$ cat src/rtl/product_bcd_converter.sv
// Sequential double-dabble converter: two's-complement (or unsigned) product to
// sign + magnitude BCD digits, one bit per clock, for the decimal 7-segment display.
module product_bcd_converter #(
  parameter int unsigned WIDTH  = 16,
  parameter int unsigned DIGITS = 5,
  parameter bit          SIGNED = 1'b1
) (
  input  logic                  clk,
  input  logic                  rst,
  input  logic                  in_valid,
  input  logic [WIDTH-1:0]      in_data,
  output logic                  busy,
  output logic                  out_valid,
  output logic                  neg,
  output logic [4*DIGITS-1:0]   bcd,
  output logic [2:0]            msd_idx
);

  localparam int unsigned CW = $clog2(WIDTH + 1);

  typedef enum logic [1:0] {
    IDLE = 2'd0,
    CONV = 2'd1,
    DONE = 2'd2
  } state_t;

  state_t              state, state_nx;
  logic [WIDTH-1:0]    mag;
  logic [4*DIGITS-1:0] work_bcd;
  logic [4*DIGITS-1:0] work_adj;
  logic [CW-1:0]       cnt;
  logic                sign_r;
  logic                in_sign;
  logic [WIDTH-1:0]    in_mag;
  logic [2:0]          msd_c;

  assign busy    = (state != IDLE);
  assign in_sign = SIGNED & in_data[WIDTH-1];
  // Negation is done in WIDTH-bit unsigned arithmetic, so the most negative input
  // maps onto its own bit pattern, which reads as the correct magnitude.
  assign in_mag  = in_sign ? (~in_data + 1'b1) : in_data;

  always_comb begin
    work_adj = work_bcd;
    for (int unsigned k = 0; k < DIGITS; k++) begin
      if (work_bcd[4*k +: 4] >= 4'd5)
        work_adj[4*k +: 4] = work_bcd[4*k +: 4] + 4'd3;
    end
  end

  always_comb begin
    msd_c = '0;
    for (int unsigned k = 0; k < DIGITS; k++) begin
      if (work_bcd[4*k +: 4] != 4'd0)
        msd_c = 3'(k);
    end
  end

  always_ff @(posedge clk or posedge rst) begin
    if (rst) state <= IDLE;
    else     state <= state_nx;
  end

  always_comb begin
    state_nx = state;
    case (state)
      IDLE:    if (in_valid) state_nx = CONV;
      CONV:    if (cnt == CW'(1)) state_nx = DONE;
      DONE:    state_nx = IDLE;
      default: state_nx = IDLE;
    endcase
  end

  always_ff @(posedge clk or posedge rst) begin
    if (rst) begin
      mag      <= '0;
      work_bcd <= '0;
      cnt      <= '0;
      sign_r   <= 1'b0;
    end else begin
      case (state)
        IDLE: begin
          if (in_valid) begin
            mag      <= in_mag;
            work_bcd <= '0;
            cnt      <= CW'(WIDTH);
            sign_r   <= in_sign;
          end
        end
        CONV: begin
          work_bcd <= {work_adj[4*DIGITS-2:0], mag[WIDTH-1]};
          mag      <= {mag[WIDTH-2:0], 1'b0};
          cnt      <= cnt - 1'b1;
        end
        default: ;
      endcase
    end
  end

  always_ff @(posedge clk or posedge rst) begin
    if (rst) begin
      out_valid <= 1'b0;
      neg       <= 1'b0;
      bcd       <= '0;
      msd_idx   <= '0;
    end else begin
      out_valid <= (state == DONE);
      if (state == DONE) begin
        bcd     <= work_bcd;
        neg     <= sign_r;
        msd_idx <= msd_c;
      end
    end
  end

endmodule

$ cat config.mk
export PLATFORM = sky130hd
export DESIGN_NAME = product_bcd_converter
export DESIGN_NICKNAME = d
export VERILOG_FILES = /design/src/rtl/product_bcd_converter.sv
export SDC_FILE = /design/constraint.sdc
export NUM_CORES = 1
export LEC_CHECK = 0
export CAP_MARGIN = 20
export CORE_MARGIN = 2
export CORE_UTILIZATION = 55
export CTS_CLUSTER_DIAMETER = 60
export DETAILED_ROUTE_END_ITERATION = 6
export GPL_TIMING_DRIVEN = 0
export PLACE_DENSITY = 0.8
export SLEW_MARGIN = 20
export SYNTH_ARGS = -nofsm -noshare
export SYNTH_HDL_FRONTEND = slang
export SYNTH_SLANG_ARGS = --single-unit
export TNS_END_PERCENT = 30
$ cat constraint.sdc
create_clock -name clk -period 2.7 [get_ports clk]
set_clock_uncertainty 0.15 [all_clocks]
set_input_delay 0.54 -clock clk [delete_from_list [all_inputs] [get_ports clk]]
set_output_delay 0.54 -clock clk [all_outputs]
set_load 0.03 [all_outputs]
==> results_dict.tcl, run 1 <==
set metrics [dict create \
    outcome "finished clean" \
    ios 45 \
    htreeDepth 3 \
    overflow 0 \
    yosysSeqAreaShare 0.510 \
    rows 28 \
    insertion_delay_ns 0.35 \
    netlist.top_cell.by_area "dfrtp_1" \
    hp-class "reg2reg" \
    synth.cell_area_mm2 0.00339 \
    critPathLaunchType "flop" \
    crit_path_end_kind "output pin" \
    pre_cts_slack_ns 0.0476 \
    fillers 460 \
    hold_buffers 0 \
    arrival_ns 1.87 \
    vias_per_cell 5.61 \
    rsz0062_at_grt "no" \
    avgRoutedWirePerCell_um 14.3 \
    min_period_over_period 0.948 \
    clock_tree.buffer_depth 2 \
    route.detailed.drc 0 \
    cts_root_buffer "clkbuf_8" \
    hpwl_um 5150 \
    io_buffers 44 \
    crit_type "reg2out" \
    grt_pass1_wl_um 11700 \
    setup_ws_ns 0.140 \
    core-area_mm2 0.00592 \
    diodes 0 \
    drtAntennaViolNets 0 \
    final_common_cell "dfrtp_1" \
    yosysUniqueCellTypes 32 \
    critPathMaxFanout 10 \
    cts_setup_buffers 0 \
    cap_violations 0 \
    cp_data_required_time_ns 2.01 \
    vias 2792 \
    holdWs_ns 0.322 \
    design_area_mm2 0.00417 \
    hold_violations 0 \
    cts-buffers-inserted 9 \
    area_delta_synth_final_pct 23.1 \
    grt_pass1_vias 2610 \
    cts_resized 0 \
    syn_avg_cell_area_um2 9.36 \
    slew_headroom 0.456 \
    irDropWorstVdd_v 0.000623 \
    synthCells 362 \
    fp.dieH_um 82.5 \
    grt_usage 0.232 \
    dr.pass1.iters 4 \
    dieArea_mm2 0.00680 \
    cts_tree "yes" \
    regArea_mm2 0.00173 \
    grt_max_degree 45 \
    clkTransAtPathRegs_ns 0.07 \
    synth_area_leaders "dfrtp_1 (51%), nand2_1 (7.4%), o21ai_0 (7.2%), ha_1 (4.8%), xor2_1 (4.1%)" \
    synth_warnings 0 \
    globalplace.congestion 0.788 \
    tightest_slew_ns 0.813 \
    antenna_found_initial 0 \
    nets 450 \
    fp.dieW_um 82.5 \
    final_cell_mix "dfrtp_1 (69), nand2_1 (67), o21ai_0 (49)" \
    syn_nets 394 \
    power_density_mw_per_mm2 1150 \
    synth_top_area_share 0.510 \
    setup_viol 0 \
    postLayoutCoreUtil 0.704 \
    drive_gt1_frac 0.0496 \
    clock_sinks 69 \
    drt_iter0_drc 206 \
    multi_input_area_mm2 0.00154 \
    routed_wl_um 7120 \
    power_leakage_uw 0.00185 \
    period_minus_slack_ns 2.56 \
    final_max_slew_viol_count 0 \
    synth-seq-cells 69 \
    fmax_mhz 391 \
    dpl_cell_area_mm2 0.00395 \
    start_util 0.572 \
]
through the flow:
step | cells | total power [uW] | TNS, ns
2_1_floorplan | 362 | 3160 | 0
3_3_place_gp | 481 | 3770 | -55.84
3_5_place_dp | 482 | 3870 | 0
4_1_cts | 498 | 4820 | 0
5_1_grt | 498 | 5160 | 0
6_report | 498 | 4800 | 0
kinds of logic (layout without fill, tap and decap cells):
logic type	after synthesis	after routing	share of synthesized area
AOI/OAI and AO/OA	99	99	0.178
xor gates and xnor gates	22	22	0.0569
adders and majority gates	13	13	0.0480
buffers and inverters	33	94	0.0366
DFF	69	69	0.510
muxes	1	1	0.00295
and+or+nand+nor	125	125	0.168
metal layers:
metal / up-vias / track usage / wire length, um
li1: 1374 / - / -
met1: 1337 / 0.287 / 3190
met2: 71 / 0.389 / 3480
met3: 10 / 0.0370 / 308
met4: 0 / 0.128 / 149
met5: - / 0 / 0
flip-flops by register name (all words and copies together), names as in the netlist:
signal / count
bcd: 20
work_bcd: 20
mag: 16
cnt: 5
msd_idx: 3
state: 2
neg: 1
out_valid: 1
sign_r: 1
synthesized netlist by cell type:
cell type	count
nor2_1	16
a21oi_1	15
nand3_1	16
o32ai_1	6
o41ai_1	2
nand3b_1	2
nand4b_1	1
a32o_1	5
o21ai_1	1
nor3_1	2
buf_1	1
nand2b_1	9
o21ai_0	49
clkbuf_1	15
or4_1	2
mux2i_1	1
a22oi_1	11
nor4b_1	1
or4_4	1
dfrtp_1	69
xor2_1	16
ha_1	13
nand2_1	67
o31ai_1	9
nor3b_1	1
inv_1	17
o21ai_2	1
nor4_1	1
or2_2	2
nor2b_1	3
xnor2_1	6
and3_1	1
final timing paths:
kind                          start  endpoint  slack [ns]  cells past startpoint
max                        state[1]      busy        0.14                      3
max reg2reg                state[1]   mag[12]        0.48                      5
min reg2reg                     neg       neg        0.32                      2
max in group asynchronous       rst  state[1]        1.51                      3
min                             neg       neg        0.32                      2
min in group asynchronous       rst   bcd[16]        0.36                      2
power by group:
group / internal, uW / switching, uW / total [uW] / leakage [uW]
Combinational: 840 / 1230 / 2070 / 0.000838
Clock: 568 / 383 / 950 / 0.000116
Sequential: 1460 / 320 / 1780 / 0.000897
worst max-delay path, stage by stage (launching register included):
cell             delay, ns
dfrtp_1               0.39
clkbuf_1              0.20
or2_2                 0.33
clkdlybuf4s50_1       0.59
area by class of cell:
| type | count | share of cell area |
|---|---|---|
| Timing Repair Buffer | 45 | 0.110 |
| Inverter | 17 | 0.0159 |
| Clock buffer | 12 | 0.0372 |
| Tap cell | 75 | 0.0225 |
| Multi-Input combinational cell | 260 | 0.369 |
| Buffer | 16 | 0.0144 |
| Sequential cell | 69 | 0.414 |
| Clock inverter | 4 | 0.0168 |
(Power assumes the default switching activity.)
==> run 2: changes to the inputs <==
SKIP_CTS_REPAIR_TIMING = 1   (was not set)
==> results of run 2 <==
Same layout as run 1: the final DEF is identical, and so are final timing and power.
